==> config.mk <==
export PLATFORM = sky130hd
export DESIGN_NAME = ram_arbiter
export DESIGN_NICKNAME = d
export VERILOG_FILES = /design/src/rtl/cpu_types_pkg.sv /design/src/rtl/rr_pick.sv /design/src/rtl/ram_arbiter.sv
export SDC_FILE = /design/constraint.sdc
export NUM_CORES = 1
export LEC_CHECK = 0
export ABC_AREA = 1
export CORE_AREA = 2 2 161 163
export DETAILED_ROUTE_END_ITERATION = 8
export DIE_AREA = 0 0 163 165
export PLACE_DENSITY_LB_ADDON = 0.15
export SLEW_MARGIN = 10
export SYNTH_ARGS = -nofsm -noshare
export SYNTH_HDL_FRONTEND = slang
export SYNTH_SLANG_ARGS = --single-unit
==> constraint.sdc <==
create_clock -name CLK -period 3.2 [get_ports CLK]
set_input_delay 0.48 -clock CLK [delete_from_list [all_inputs] [get_ports CLK]]
set_output_delay 0.48 -clock CLK [all_outputs]
set_load 0.02 [all_outputs]
==> src/rtl/cpu_types_pkg.sv <==
`default_nettype none
`timescale 1ns/1ps
// ============================================================================
// Module   : cpu_types_pkg
// Brief    : Shared CPU/RAM types plus the RAM arbiter state encoding.
// Revision : 1.0
// ============================================================================
package cpu_types_pkg;

    typedef logic [31:0] word_t;

    typedef enum logic [1:0] {
        FREE   = 2'd0,
        BUSY   = 2'd1,
        ACCESS = 2'd2,
        ERROR  = 2'd3
    } ramstate_t;

    typedef enum logic [1:0] {
        IDLE  = 2'd0,
        XFER1 = 2'd1,
        XFER2 = 2'd2,
        GAP   = 2'd3
    } arb_state_t;

    // Byte offset of the second word of a two-word block.
    localparam word_t c_WORD_STEP = 32'd4;

    function automatic int idx_width(input int n);
        return (n > 1) ? $clog2(n) : 1;
    endfunction

endpackage
`default_nettype wire

==> src/rtl/rr_pick.sv <==
`default_nettype none
`timescale 1ns/1ps
// ============================================================================
// Module   : rr_pick
// Brief    : Combinational round-robin picker; first request after ptr wins.
// Revision : 1.0
// ============================================================================
module rr_pick
    import cpu_types_pkg::*;
#(
    parameter int NREQ = 4,
    parameter int IW   = idx_width(NREQ)
) (
    input  logic [NREQ-1:0] req,
    input  logic [IW-1:0]   ptr,
    output logic [NREQ-1:0] onehot,
    output logic [IW-1:0]   idx,
    output logic            valid
);

    logic [IW-1:0] w_cand;

    // Scan ptr+1, ptr+2, ... wrapping; ptr itself is visited last.
    always_comb begin
        onehot = '0;
        idx    = '0;
        valid  = 1'b0;
        w_cand = '0;
        for (int i = 1; i <= NREQ; i++) begin
            w_cand = IW'((int'(ptr) + i) % NREQ);
            if (!valid && req[w_cand]) begin
                valid          = 1'b1;
                idx            = w_cand;
                onehot[w_cand] = 1'b1;
            end
        end
    end

endmodule
`default_nettype wire

==> src/rtl/ram_arbiter.sv <==
`default_nettype none
`timescale 1ns/1ps
// ============================================================================
// Module   : ram_arbiter
// Brief    : Round-robin arbiter giving one requester at a time the shared RAM.
// Revision : 1.0
// ============================================================================
module ram_arbiter
    import cpu_types_pkg::*;
#(
    parameter int NREQ    = 4,
    parameter int TIMEOUT = 15
) (
    input  logic            CLK,
    input  logic            nRST,
    input  logic [NREQ-1:0] req,
    input  logic [NREQ-1:0] wen,
    input  logic [NREQ-1:0] blk,
    input  word_t           addr  [NREQ],
    input  word_t           store [NREQ],
    output logic [NREQ-1:0] gnt,
    output logic [NREQ-1:0] rwait,
    output word_t           load,
    output logic            err,
    output logic            ramREN,
    output logic            ramWEN,
    output word_t           ramaddr,
    output word_t           ramstore,
    input  word_t           ramload,
    input  ramstate_t       ramstate
);

    localparam int IW = idx_width(NREQ);
    localparam int CW = $clog2(TIMEOUT + 1);

    arb_state_t      r_state;
    arb_state_t      w_next_state;
    logic [IW-1:0]   r_ptr;
    logic [IW-1:0]   r_owner;
    logic [NREQ-1:0] r_gnt;
    logic [CW-1:0]   r_cnt;

    logic [NREQ-1:0] w_pick_onehot;
    logic [IW-1:0]   w_pick_idx;
    logic            w_pick_valid;

    logic w_in_xfer;
    logic w_access;
    logic w_timeout;
    logic w_withdraw;
    logic w_abort;

    rr_pick #(
        .NREQ (NREQ),
        .IW   (IW)
    ) u_rr_pick (
        .req    (req),
        .ptr    (r_ptr),
        .onehot (w_pick_onehot),
        .idx    (w_pick_idx),
        .valid  (w_pick_valid)
    );

    always_ff @(posedge CLK or negedge nRST) begin
        if (!nRST) begin
            r_state <= IDLE;
            r_ptr   <= IW'(NREQ - 1);
            r_owner <= '0;
            r_gnt   <= '0;
            r_cnt   <= '0;
        end else begin
            r_state <= w_next_state;
            if ((r_state == IDLE) && w_pick_valid) begin
                r_ptr   <= w_pick_idx;
                r_owner <= w_pick_idx;
                r_gnt   <= w_pick_onehot;
            end
            if (w_next_state != r_state) begin
                r_cnt <= '0;
            end else if (w_in_xfer && !w_access) begin
                r_cnt <= r_cnt + CW'(1);
            end
        end
    end

    // A completing word always beats a timeout or a withdrawal in the same cycle.
    always_comb begin
        w_in_xfer    = (r_state == XFER1) || (r_state == XFER2);
        w_access     = (ramstate == ACCESS);
        w_timeout    = !w_access && (r_cnt == CW'(TIMEOUT - 1));
        w_withdraw   = !w_access && !req[r_owner];
        w_abort      = w_in_xfer && ((ramstate == ERROR) || w_timeout || w_withdraw);
        w_next_state = r_state;
        case (r_state)
            IDLE: begin
                if (w_pick_valid) w_next_state = XFER1;
            end
            XFER1: begin
                if (w_abort)       w_next_state = GAP;
                else if (w_access) w_next_state = blk[r_owner] ? XFER2 : GAP;
            end
            XFER2: begin
                if (w_abort || w_access) w_next_state = GAP;
            end
            GAP: begin
                w_next_state = IDLE;
            end
            default: begin
                w_next_state = IDLE;
            end
        endcase
    end

    always_comb begin
        gnt      = '0;
        rwait    = '1;
        load     = '0;
        err      = 1'b0;
        ramREN   = 1'b0;
        ramWEN   = 1'b0;
        ramaddr  = '0;
        ramstore = '0;
        if (w_in_xfer) begin
            gnt            = r_gnt;
            rwait[r_owner] = !w_access;
            load           = ramload;
            err            = w_abort;
            ramREN         = !wen[r_owner];
            ramWEN         = wen[r_owner];
            ramstore       = store[r_owner];
            ramaddr        = (r_state == XFER2) ? (addr[r_owner] + c_WORD_STEP)
                                                : addr[r_owner];
        end
    end

endmodule
`default_nettype wire

# Word level (Yosys, flattened, before mapping)
# Index checks and enable logic that the tools add are counted.
# op_classes
n_reduce_logical,25
n_addsub,6
eq_ne,7
n_bitwise,6
n_mux,59
n_lt_le_gt_ge,11
# op_table
cell,n
$mux W32,8
$bmux W32 S2,2
$add A32 B3 Y32 const B,1
$mux W4,8
$mux W1,20
$mux W2,8
$or A4 B4 Y4,4
$lt A2 B3 Y1 const B,5
$bmux W1 S2,7
$logic_and A1 B1 Y1,13
$demux W1 S2,5
$ge A2 B1 Y1 const B,5
$eq A2 B2 Y1 const B,4
$pmux W2 S4,1
$logic_not A1 Y1,6
$add A2 B1 Y2 const B,2
$add A2 B2 Y2 const B,2
$add A4 B1 Y4 const B,1
$eq A4 B4 Y1 const B,1
$logic_or A1 B1 Y1,4
$not A4 Y4,1
$ge A3 B3 Y1 const B,1
$not A2 Y3,1
$eq A2 B1 Y1 const B,1
other kinds (3),3
# totals
ff_bits,14
output_inout_bits,107
input_bits,304
word_cells,119

# Logic depth before layout (Yosys ltp)
# Gate-level depths: netlist of run 1.
# logic_depth
word_depth,17
ltp_mapped,16
ltp_nobuf,16

# Modules after synthesis
# Synthesis of run 1 repeated with hierarchy kept, for this count alone.
# hier_totals
cells_unflattened,865
hier_area_um2,4448.0
# by_module_without_submodules
mod,n_inst,area_each_um2,seq_area_each_um2,cells_each
ram_arbiter,1,3990.1,352.8,791
rr_pick,1,457.9,0.0,74

# Least setup slack after synthesis of run 1
# Ideal clock, no wire load.
# synth_timing
kind,register -> output
start,reg r_owner[1]
end,out ramaddr[26]
stages_incl_launch_ff,16
arrival_time_ps,2167
t_required_ps,2720
slack_ps,553
path_buffers,1
cell_sequence,dfrtp_1 buf_4 nor2_4 nand2_1 nand2_1 nor2_1 inv_1 ha_1 inv_1 nor2_1 nand2_1 nor2_4 nand4_1 nand2_1 nand2_1 nor2_1
# synth_between
elab_chain_len,7
# synth_lines
element,line,text
"start, declared",ram_arbiter.sv:39,logic [IW-1:0] r_owner;
"start signal, assigned",ram_arbiter.sv:75,r_owner <= w_pick_idx;
$not A2 Y3 (not written as such) (*),"ram_arbiter.sv:131, ram_arbiter.sv:132",
$bmux W32 S2 (*),"ram_arbiter.sv:131, ram_arbiter.sv:132",
$mux W32 (not written as such) (*) (2 in a row),"ram_arbiter.sv:131, ram_arbiter.sv:132",
$add A32 B3 Y32,ram_arbiter.sv:131,ramaddr = (r_state == XFER2) ? (addr[r_owner] + c_WORD_STEP)
$mux W32 (*),ram_arbiter.sv:131,
$mux W32 (*),ram_arbiter.sv:123,if (w_in_xfer) begin
"end, declared",ram_arbiter.sv:27,"output word_t ramaddr,"
# Mark *: on every way between the ends. The rest lies on a longest branch, timed or not. The select of a mux whose other input is x is not followed.

# Worst setup path in the final report of run 1
# layout_timing
start,reg r_owner[0]
end,out ramaddr[25]
# The elaborated chain is that of the path after synthesis.

==> run summary, run 1 <==
The run finished with clean final reports. The fraction of layout instances using a drive strength above 1 was 13.86%; the slew of the pin with the lowest slew margin was 0.6325 ns. The average instance in the mapped netlist occupies 5.208 um^2. The gate family responsible for the most delay along the worst path was simple AND/OR/NAND/NOR gates. The critical path's largest stage delay was 0.45 ns; the wire length of the first global-routing pass was 38,190 um.

For the final database, setup skew stands at 0.001105 ns. TritonCTS built the clock tree. The count of cells along the worst hold path was 2; the number of I/O pins was 411. The buffer and inverter count on the worst path works out to 5. The area share of the leading cell type in the synthesized netlist came out at 26.85%.

In this run the critical register-to-register path is captured at r_owner[0]$_DFFE_PN0P_. The tools report the destination of the worst hold path as r_gnt[0]$_DFFE_PN0P_. Async set or reset register ratio after synthesis: 100.0%. Setup violations remaining at the end of the flow were counted as 0. Counting tap cells, the placed design contains a total of 1,629 instances. The horizontal die dimension is 163 um, and the finished layout cell area is 9651 um^2. The critical path goes through buf_12, nor2_4, buf_6, nand2_1, nand3_2, nand2_2, nor2_4, buf_4, nand3_2, nor2_4, buf_4, nand4_1, nand2_1, nor2_1, dlygate4sd2_1.

The floorplan step defined a core boundary enclosing 25,040 um^2. Relative to the synthesized area, the layout overhead comes to 119.8%. In this run the clock root is driven by a sky130_fd_sc_hd__clkbuf_16. The total via count after detailed routing is 7,062. The count of H-tree levels built during CTS came out at 1. The worst setup path is launched from a flop.

Global routing consumed, over all layers together, 18.21% of the routing resources. Among the stages of the critical path, the cell type that occurs most often is sky130_fd_sc_hd__nor2_4. The cell with the largest stage delay on the worst path is sky130_fd_sc_hd__dfrtp_2. The maximum number of pins on one net before global-route repair was 35; the number of antenna-violating nets in the routed design was 0. The synthesized instance count came out at 843. The final-report max-slew violation count was 0. After clock tree synthesis, the flow added hold-fix buffers numbering 0. The number of cells on the worst reg-to-reg path is 13.

The final cycle utilization of the critical path works out to 97.73%. The tools report the number of DRC markers in iteration 0 as 461. CTS saw 14 sinks. The highest clock frequency the design can meet was 319.8 MHz. The detailed router used layers up to and including met4. Counting distinct cell types in the post-synthesis netlist gives 36. For the half-perimeter wire length of the detailed placement result, the log shows 22,500 um. The category of the critical setup timing path was flop to primary output.

Capturing element type of the critical path: a primary output. The buffer depth of the longest clock path was 2; the count of endpoints failing hold in the final timing report was 0. The logs give 2.65 ns for the data arrival time of the critical path and 3 for the TritonCTS buffer count.

The logs give 57.70% for the worst slew margin relative to its limit and 13,540 um for the detailed-routed wire length on met2. Setup repair after global routing could not meet its margin everywhere. The startpoint of the lowest-slack register-to-register path was r_ptr[0]$_DFFE_PN1P_. For this configuration, the core starts out at a cell density of 17.54%. After detailed routing, the number of remaining DRC violations is 0.

For the met3 wire length, the log shows 1707 um. The last weighted congestion value of the routability-driven placer is 0.8628. Worst-case vdd ir drop: 439.4 uV. The post-synth design cell area was 4390 um^2. The post-synthesis sequential area ratio is 8.036%, and the reported leakage power is 4.564 nW.

The maximum fanout along the worst path is 4, and the wire length per cell is 16.41 um. The startpoint identified for the worst hold timing path is r_gnt[0]$_DFFE_PN0P_. For this run the aggregate overflow at the end of global routing stands at 0.

The number of nets in the synthesized netlist was 1,163; the worst endpoint required time was 2.72 ns. For flop-to-flop paths, the worst setup slack is 0.47 ns. Overall power consumption after layout is estimated at 8.754 mW.

The kind of path behind the tightest hold check was flop to flop. The first TritonRoute pass finished after 5 iterations. The Yosys step of the flow raised 0 warnings. Summing all placed instances gives a cell area of 9360 um^2. The logs give 3 for the initial antenna violation count and 26,900 um^2 for the die footprint.

The number of nets at the end of the flow was 1,634; the path length in cells of the critical path was 15. The initialized floorplan defines 58 standard-cell rows. The post-CTS clock slew at the launch and capture registers of the worst setup and hold paths works out to 0.04 ns. The detailed router put a total of 11,260 um of wire on met1. The clock period could shrink to 3.127 ns. Power spread over the standard cell area amounts to 907.1 nW/um^2. The number of synthesized flops with an enable pin is 0. The library cell with the largest summed area after synthesis was sky130_fd_sc_hd__nand2_1.

The die is 165 um tall. The filler cells instantiated in the layout total 2,739. Clock latency on the worst-skew pair, taken at its later pin, is 0.24 ns. Among all flip-flop cells after synthesis, the most frequent one is sky130_fd_sc_hd__dfrtp_1.

The number of global-route vias before repair is 6,719, and the non-filler instance count after layout is 1,647. The via density per instance was 4.288; the post-detailed-routing wire length was 27,030 um. By area the synthesized netlist is led by sky130_fd_sc_hd__nand2_1 (27%), sky130_fd_sc_hd__a22oi_1 (13%), sky130_fd_sc_hd__inv_1 (9.2%), sky130_fd_sc_hd__nor2_1 (6.9%), sky130_fd_sc_hd__dfrtp_1 (6.8%). Port buffering added 410 buffers.

The tool flagged a number of max-cap violations equal to 0. Counting flops and latches in the post-synthesis netlist gives 14.
how the worst max path moves through the flow:
stage	end	startpoint	slack [ns]
6_report	ramaddr[25]	r_owner[0]$_DFFE_PN0P_	0.07
5_1_grt	ramaddr[22]	r_owner[1]$_DFFE_PN0P_	-0.09
2_1_floorplan	ramaddr[26]	r_owner[1]$_DFFE_PN0P_	0.55
4_1_cts	ramaddr[25]	r_owner[0]$_DFFE_PN0P_	0.001
3_5_place_dp	ramaddr[22]	addr[98]	-0.28
3_3_place_gp	ramaddr[22]	addr[98]	-0.20
cell families (layout without fill, tap and decap cells):
kind of cell               after synthesis  in the layout  synth area share, %
adders and majority gates               16             16                4.560
xor gates and xnor gates                 3              3               0.5986
AOI/OAI and AO/OA                      166            166                23.60
muxes                                    1              1               0.2280
and+or+nand+nor                        484            484                47.85
other                                    0              4                    0
buffers and inverters                  159            629                15.13
DFF                                     14             14                8.037
layer usage:
layer,track usage (%),up-vias
met4,4.465,0
met3,2.788,27
li1,-,3666
met1,22.27,3126
met2,33.30,243
met5,0,-
cell type report:
cell class                 count  area, um^2  area share, %
timing repair buffer         508        4933          51.12
multi-input combinational    670        3421          35.45
inverter                     117       439.2          4.551
tap                          330       412.9          4.278
sequential                    14       355.3          3.682
clock buffer                   4       78.83         0.8168
antenna                        4       10.01         0.1037
per-stage QoR:
step	setup TNS, ns	hold slack, ns	worst slack (ns)	utilization, %
floorplan	0	0.1844	0.5531	-
global route	-0.3703	0.5023	-0.08516	38.54
finish	0	0.4777	0.07261	38.55
CTS	0	0.4838	0.001363	37.86
global placement	-2.060	0.4670	-0.2006	37.39
detailed placement	-2.712	0.4706	-0.2758	37.39
worst register-to-register path: cells and delay by family (launching register included):
family / cells / cell delay, ns
AOI/OAI and AO/OA: 2 / 0.27
adders and majority gates: 1 / 0.36
buffers and inverters: 4 / 0.50
DFF: 1 / 0.68
and+or+nand+nor: 6 / 0.78
power by group:
part	leakage (nW)	switching, mW	total, mW	internal [mW]
Clock	0.0382	0.0679	0.236	0.168
Combinational	4.35	4.70	8.17	3.47
Sequential	0.176	0.0913	0.347	0.256
Total	4.56	4.86	8.75	3.90
state kept, by name, summed over array words and instances (netlist names):
register / cells
r_ptr: 2
r_state: 2
r_gnt: 4
r_cnt: 4
r_owner: 2
synth_stat cells, drive strengths merged (2+ instances only):
library cell / number
a21oi: 48
a22oi: 74
a31oi: 2
buf: 19
clkbuf: 23
dfrtp: 12
dfstp: 2
ha: 16
inv: 117
nand2: 323
nand3: 29
nand4: 23
nor2: 100
nor3: 6
o211ai: 3
o21ai: 36
or2: 2
xor2: 3
timing repair:
item	4_1_cts	5_1_grt
endpoints found under the setup margin	56	24
setup buffers	0	8
resized for setup	49	39
pin swaps	0	13
gates cloned	0	2
cell usage in the layout, fill, tap and decap left out, types with 3 or more instances in the layout:
master,netlist,layout
sky130_fd_sc_hd__buf_4,2,88
sky130_fd_sc_hd__nand4_1,19,19
sky130_fd_sc_hd__nand2_2,9,11
sky130_fd_sc_hd__nand3_2,4,4
sky130_fd_sc_hd__nor2_4,7,12
sky130_fd_sc_hd__nand4_2,4,4
sky130_fd_sc_hd__nor2_1,81,76
sky130_fd_sc_hd__nor3_1,5,5
sky130_fd_sc_hd__buf_12,0,6
sky130_fd_sc_hd__clkbuf_16,0,5
sky130_fd_sc_hd__clkdlybuf4s50_1,0,377
sky130_fd_sc_hd__nand3_1,25,25
sky130_fd_sc_hd__clkbuf_2,0,7
sky130_fd_sc_hd__o21ai_0,34,34
sky130_fd_sc_hd__dlygate4sd2_1,0,10
sky130_fd_sc_hd__xor2_1,3,3
sky130_fd_sc_hd__dlymetal6s2s_1,0,5
sky130_fd_sc_hd__nand2_1,314,312
sky130_fd_sc_hd__buf_6,7,8
sky130_fd_sc_hd__dfrtp_1,12,10
sky130_fd_sc_hd__diode_2,0,4
sky130_fd_sc_hd__nor2_2,11,11
sky130_fd_sc_hd__clkdlybuf4s15_2,0,3
sky130_fd_sc_hd__inv_1,108,106
sky130_fd_sc_hd__a22oi_1,74,74
sky130_fd_sc_hd__a21oi_1,48,48
sky130_fd_sc_hd__inv_2,9,11
sky130_fd_sc_hd__o211ai_1,3,3
sky130_fd_sc_hd__ha_1,16,14
Note: power is estimated with default switching activity, not from simulation.
==> run 2: changes to the inputs <==
--- a/config.mk
+++ b/config.mk
@@ -10,6 +10,7 @@
 export DETAILED_ROUTE_END_ITERATION = 8
 export DIE_AREA = 0 0 163 165
 export PLACE_DENSITY_LB_ADDON = 0.15
+export REMOVE_ABC_BUFFERS = 1
 export SLEW_MARGIN = 10
 export SYNTH_ARGS = -nofsm -noshare
 export SYNTH_HDL_FRONTEND = slang
==> run summary, run 2 (synthesized netlist as in run 1, its figures left out) <==
The flow ran to the end, and the final reports show no timing, DRC or antenna violations. The run gives 4.0% as the register share of total power. From synthesis to final layout, the design area changed by 119.5%. STA classifies the critical path endpoint as a primary output. The critical path ends at ramaddr[4]. The clock arrives with 0.004905 ns of skew.

The logs give 1 for the count of H-tree levels built during CTS and 0.4897 ns for the final worst hold slack. The worst path uses 96.51% of the clock period. The clock period minus worst slack is 3.088 ns. Dividing total power by cell area gives a power density of 917.2 nW/um^2. The fraction of power consumed by the clock network was 3.0%. The worst pin sits at a relative slew slack of 54.01%.

The combinational cell fraction of total power was 92.9%; the slew of the pin with the lowest slew margin was 0.6877 ns. Fraction of layout instances using a drive strength above 1: 14.58%. The tools report the total of endpoints with negative setup slack in the final report as 0. The wire length per cell was 18.71 um; the final global-route overflow total was 0. The logs give -0.3422 ns for the worst setup slack before clock tree synthesis and 323.8 MHz for the highest clock frequency the design can meet.

The number of I/O pins was 411; the path length in cells of the critical path was 13. Dividing the detail-routed via count by the number of cells gives 4.380. The depth of the most critical reg-to-reg path is 13. The largest single stage delay on the critical path is 0.67 ns. After layout, the design draws a total of 8.839 mW. Across all setup checks in the final design, the least slack found is 0.1118 ns.

The final-report max-slew violation count is 0, and the standard cell core area is 25,040 um^2. Once the floorplan was initialized, standard cells occupied 17.54% of the core. The run gives 0 as the count of endpoints failing hold in the final timing report. The floorplan step defined a die boundary enclosing 26,900 um^2. In the final layout, the registers with the most flip-flops are r_cnt: 4 flops, r_gnt: 4 flops.

Broken down by cell family, the worst path's largest delay share belongs to buffers and inverters. Number of global-route vias before repair: 6,936. TritonCTS built the clock tree. The number of antenna-violating nets in the routed design is 0, and the DRC violation count after routing is 0. The run gives 0 as the number of max-cap violations. Category of the critical setup timing path: flop to primary output.

The run gives 3 as the TritonCTS buffer count. The tools report the start point of the critical path as r_owner[1]$_DFFE_PN0P_. Die span in y: 165 um.

The logs give 5 for the detailed-router iteration count before antenna repair and 2,723 for the layout filler cell count. CTS saw 14 sinks. The longest clock path from root to sink contains 2 buffers. The worst register-to-register path ends at r_owner[0]$_DFFE_PN0P_. The total via count after detailed routing is 7,184. The worst setup path is launched from a flop. In the global route stage, overall resource usage came out at 21.54%. The tools report the maximum number of pins on one net before global-route repair as 41. Fraction of power spent switching nets: 56.50%.

Summing all non-filler instances in the final layout gives an area of 9637 um^2. Insertion delay to the later sink of the worst-skew pair: 0.24 ns. Setup repair after global routing could not meet its margin everywhere. Post-CTS clock slew at the launch and capture registers of the worst setup and hold paths: 0.05 ns. In the layout the commonest cells are sky130_fd_sc_hd__clkdlybuf4s50_1 (378), sky130_fd_sc_hd__nand2_1 (312), sky130_fd_sc_hd__inv_1 (107), sky130_fd_sc_hd__buf_4 (87), sky130_fd_sc_hd__a22oi_1 (74).

The count of hold-fix buffers inserted at cts came out at 0. The cell chosen for the clock root was sky130_fd_sc_hd__clkbuf_16. Port buffering added 410 buffers. The logs give 394.5 uV for the worst-case vdd ir drop and 26,120 um for the half-perimeter wire length of the detailed placement result.

The first global-routing pass estimated 43,630 um of wire. Number of nets at the end of the flow: 1,631. The placed cell area was 9408 um^2.

Together, buffers and inverters on the worst path number 6. The horizontal die dimension was 163 um; the initial antenna violation count was 3. For the worst setup path, the data required time is 2.72 ns. In this run the static leakage power is 4.505 nW. The tools report the data arrival time of the critical path as 2.61 ns.

The kind of path behind the tightest hold check was flop to flop. At the end of routability-driven placement, the weighted congestion stood at 0.9101. The total net switching power was 4.994 mW. On the critical path, the stage with the largest delay is an instance of sky130_fd_sc_hd__clkdlybuf4s50_1. The reg2reg setup slack came out at 0.51 ns. The critical path goes through buf_6, nor2_4, buf_12, nand2_1, nand2_1, nor2_1, inv_1, ha_2, inv_1, buf_4, nor3_1, nor3_1, clkdlybuf4s50_1. After detailed routing, the total wire length is 30,690 um.

The floorplan has 58 rows. For the number of antenna repair diodes, the log shows 0. The maximum fanout along the worst path works out to 5. The startpoint identified for the worst register-to-register timing path is r_ptr[0]$_DFFE_PN1P_.

The library cell used most frequently in the layout, excluding fill and tap cells, is sky130_fd_sc_hd__clkdlybuf4s50_1. The number of DRC markers in iteration 0 is 431. The design internal power was 3.845 mW.
## run 2: cell count changes in the layout (fill, tap and decap cells not counted), sizes merged
cell           previous run  this run
buf                     104       106
clkdlybuf4s50           377       378
diode                     4         0
dlygate4sd2              10         7
dlymetal6s2s              5         2
## run 2: worst min-delay path by stage
stage / from / endpoint / cells after the start
detailed placement: r_gnt[0]$_DFFE_PN0P_ / r_gnt[0]$_DFFE_PN0P_ / 2
global route: r_gnt[0]$_DFFE_PN0P_ / r_gnt[0]$_DFFE_PN0P_ / 2
CTS: r_gnt[1]$_DFFE_PN0P_ / r_gnt[1]$_DFFE_PN0P_ / 2
global placement: r_gnt[3]$_DFFE_PN0P_ / r_gnt[3]$_DFFE_PN0P_ / 2
finish: r_gnt[0]$_DFFE_PN0P_ / r_gnt[0]$_DFFE_PN0P_ / 2
floorplan: nRST / r_cnt[0]$_DFFE_PN0P_ / 0
## run 2: what timing repair did
item,CTS,global route
resized for setup,44,53
pin swaps,2,6
buffers inserted,2,1
setup endpoints to repair,24,25
## run 2: final cells by class
cell class,count,area [um^2],share of cell area [%]
inverter,117,446.7,4.635
timing repair buffer,505,4883,50.68
multi-input combinational,670,3450,35.80
tap,330,412.9,4.285
sequential,14,355.3,3.687
clock buffer,4,88.84,0.9218
## run 2: stage by stage
stage | setup TNS (ns) | util (%) | std cells
2_1_floorplan | -22.52 | - | 801
3_3_place_gp | -3.412 | 37.58 | 1633
3_5_place_dp | -3.287 | 37.58 | 1633
4_1_cts | -0.0007940 | 38.22 | 1639
5_1_grt | -0.3452 | 38.49 | 1640
6_report | 0 | 38.49 | 1640
## run 2: worst min-delay path, stage by stage (launching register included)
cell	delay (ns)
sky130_fd_sc_hd__dfrtp_1	0.35
sky130_fd_sc_hd__nand2_1	0.06
sky130_fd_sc_hd__nand2_1	0.05
## run 2: metal layers
metal | wire [um] | vias up | global-route usage, %
met5 | 44 | - | 0
met4 | 74 | 6 | 1.207
met3 | 2081 | 10 | 3.817
met2 | 14710 | 228 | 37.73
met1 | 13780 | 3284 | 28.85
li1 | - | 3656 | -
## run 2: power by group through the flow
stage	Combinational, mW	Sequential [mW]	Clock (mW)
2_1_floorplan	4.01	0.359	0
3_3_place_gp	8.14	0.347	0
3_5_place_dp	8.15	0.347	0
4_1_cts	8.16	0.348	0.273
5_1_grt	8.91	0.367	0.287
6_report	8.21	0.356	0.268
==> run 3: changes to the inputs <==
==> constraint.sdc (replaced) <==
create_clock -name CLK -period 3.2 [get_ports CLK]
set_input_delay 0.48 -clock CLK [delete_from_list [all_inputs] [get_ports CLK]]
set_output_delay 0.48 -clock CLK [all_outputs]
set_load 0.005 [all_outputs]
==> run summary, run 3 (synthesized netlist as in run 1, its figures left out) <==
The wire length per cell was 18.56 um; the slew of the pin with the lowest slew margin was 0.6594 ns. Counting instances, the worst hold path has a depth of 2. The total power per unit cell area is 819.6 nW/um^2. The largest registers in the layout are r_cnt: 4 flops, r_gnt: 4 flops.

The tools report the finished layout cell area as 9787 um^2. The startpoint identified for the worst register-to-register timing path is r_ptr[0]$_DFFE_PN1P_. The logs give 9400 um^2 for the placed cell area and 2.72 ns for the worst endpoint required time. The horizontal die dimension was 163 um; the worst slew margin relative to its limit was 55.90%.

Of the total power, the clock network draws 3.0%. The wire length of the first global-routing pass is 43,640 um. The start point of the critical path is r_owner[1]$_DFFE_PN0P_. Summed over all cells, the static leakage comes to 4.591 nW. Clock-pin slew was measured on the worst setup and hold paths at 0.05 ns. Capturing element type of the critical path: a primary output. The highest clock frequency the design can meet was 315.3 MHz. After global routing, the most crowded layer is met2.

The tools report the number of I/O pins as 411. The logs give 2.69 ns for the data arrival time of the critical path and 21.55% for the total routing resource utilization after global routing. The destination of the worst hold path was r_gnt[3]$_DFFE_PN0P_. For the number of DRC markers in iteration 0, the log shows 356. The critical path goes through buf_4, nand2_2, clkinv_4, buf_8, nand2_1, nand3_4, buf_4, nand4_1, nor2_2, nand4_1, a21oi_2, clkdlybuf4s50_1. The final layout contains routed wiring with a total length of 30,480 um. TritonCTS built the clock tree. The maximum fanout along the worst path was 12; the detailed-router iteration count before antenna repair was 4. Once detail routing completed, the nets flagged for antenna violations numbered 0. Across the VDD grid, the largest voltage drop is 331.4 uV.

Setup slack on the worst reg-to-reg path comes out at 0.54 ns. Setup violations remaining at the end of the flow were counted as 0. The category of the critical setup timing path is flop to primary output. Leaving out fill and tap cells, the most frequent cells in the layout are sky130_fd_sc_hd__clkdlybuf4s50_1 (386), sky130_fd_sc_hd__nand2_1 (303), sky130_fd_sc_hd__inv_1 (104), sky130_fd_sc_hd__buf_4 (75), sky130_fd_sc_hd__a22oi_1 (74). The total area inside the core boundary comes to 25,040 um^2.

After layout, the worst setup slack is 0.02799 ns. The initial antenna violation count was 3. For the global-route met2 utilization, the log shows 38.02%. Clock tree synthesis found a total of 14 sinks. The die footprint was 26,900 um^2.

Depth of the most critical reg-to-reg path: 13. Entering global routing, the biggest net connects 37 pins. In the final layout, the share of cells above drive strength 1 is 14.87%. The run gives 0.4866 ns as the final worst hold slack. The initial core utilization is 17.54%. The number of global-route vias before repair is 7,170. The slowest stage of the critical path belongs to the cell sky130_fd_sc_hd__clkdlybuf4s50_1.

The worst hold path begins at r_gnt[3]$_DFFE_PN0P_. The worst register-to-register path ends at r_owner[0]$_DFFE_PN0P_. The fraction of power spent switching nets was 51.20%. On the worst path, the slowest cell contributes a delay of 0.52 ns.

The tools report the final-report max-slew violation count as 0. The congestion estimate from routability-driven global placement came to 0.9103. The logs give -0.2350 ns for the worst setup slack before clock tree synthesis and 92.6% for the combinational cell fraction of total power. The logs give 0 for the number of max-cap violations and 0 for the DRC violation count after routing. The count of endpoints failing hold in the final timing report was 0. The quantity of I/O buffers inserted on ports is 410, and the via density per instance is 4.397. The logs give 1,642 for the non-filler instance count after layout and 1,632 for the number of nets at the end of the flow. The critical path contains buffers and inverters numbering 5 combined.

The clock period minus worst slack was 3.172 ns. The total via count after detailed routing was 7,220. Summed over all layers, the global routing overflow is 0. The count of H-tree levels built during CTS was 1; the half-perimeter wire length of the detailed placement result was 26,080 um.

The most common library cell in the layout ignoring fill and taps was sky130_fd_sc_hd__clkdlybuf4s50_1. The tree is rooted in a sky130_fd_sc_hd__clkbuf_16. Clock latency on the worst-skew pair, taken at its later pin, is 0.24 ns. Met3 usage in global routing: 3.893%.

Row generation in the floorplan step produced 58 rows. In the global route stage, met1 resource usage came out at 28.38%. The gate family responsible for the most delay along the worst path is buffers and inverters. The setup skew after layout was 0.003384 ns. The synthesis-to-layout area growth came out at 122.9%. In this run the worst hold path is classified as flop to flop. The worst path uses 99.13% of the clock period.

Internal power comes to 3.914 mW. TritonCTS created 3 clock buffers. In this run, flip-flops and latches consume 4.4% of the power.

Summed over all failing endpoints, the final setup total negative slack is 0 ns. The total instance count after detailed placement was 1,629; the buffer depth of the longest clock path was 2. The filler cells instantiated in the layout total 2,696. Count of hold-fix buffers inserted at cts: 0. The flow ran to the end, and the final reports show no timing, DRC or antenna violations.

Setup repair after global routing could not meet its margin everywhere. The total net switching power is 4.107 mW. The die span in y is 165 um. The startpoint type of the worst setup path is a flop.
run 3: cell count changes in the layout (fill, tap and decap cells not counted), sizes merged:
cell           change
buf               -10
clkbuf             -5
clkdlybuf4s50      +8
clkinv             +1
diode              +1
dlygate4sd2        +4
dlymetal6s2s       +4
inv                -1
run 3: power groups by stage:
stage / registers [mW] / clock network, mW / logic, mW
after floorplan: 0.359 / 0 / 3.10
after global placement: 0.350 / 0 / 7.25
after detailed placement: 0.349 / 0 / 7.26
after CTS: 0.353 / 0.244 / 7.35
after global routing: 0.371 / 0.259 / 8.18
final: 0.356 / 0.241 / 7.42
run 3: layout make-up:
class,instances,area (um^2),share of cell area [%]
antenna,1,2.502,0.02557
multi-input combinational,670,3520,35.96
inverter,117,446.7,4.564
sequential,14,355.3,3.631
clock buffer,4,78.83,0.8054
tap,330,412.9,4.219
timing repair buffer,506,4971,50.79
run 3: per-stage QoR:
stage | utilization (%) | power (mW)
final | 39.09 | 8.021
after global routing | 39.09 | 8.811
after CTS | 38.45 | 7.951
after detailed placement | 37.55 | 7.605
after global placement | 37.55 | 7.602
after floorplan | - | 3.460
run 3: timing repair:
item                                   CTS  global route
pin swaps                               13            14
gates resized for setup                 58            53
endpoints found under the hold margin    0             0
setup buffers                            4             3
cloned                                   0             1
setup endpoints to repair               25            53
run 3: worst max-delay path by stage:
stage	slack, ns	depth (start not counted)	to
after floorplan	-0.62	15	ramaddr[26]
after global placement	-0.26	15	ramaddr[22]
after detailed placement	-0.23	15	ramaddr[22]
after CTS	-0.09	14	ramaddr[11]
after global routing	-0.14	12	ramaddr[20]
final	0.03	12	ramaddr[20]
run 3: per-layer routing:
| metal | up-vias | wire length, um |
|---|---|---|
| met4 | 4 | 180 |
| met2 | 204 | 14560 |
| met3 | 16 | 1919 |
| li1 | 3664 | - |
| met5 | - | 26 |
| met1 | 3332 | 13790 |
run 3: tightest hold or removal path, cell delays in order (launching register included):
cell	delay (ns)
sky130_fd_sc_hd__dfrtp_1	0.35
sky130_fd_sc_hd__nand2_1	0.05
sky130_fd_sc_hd__nand2_1	0.05
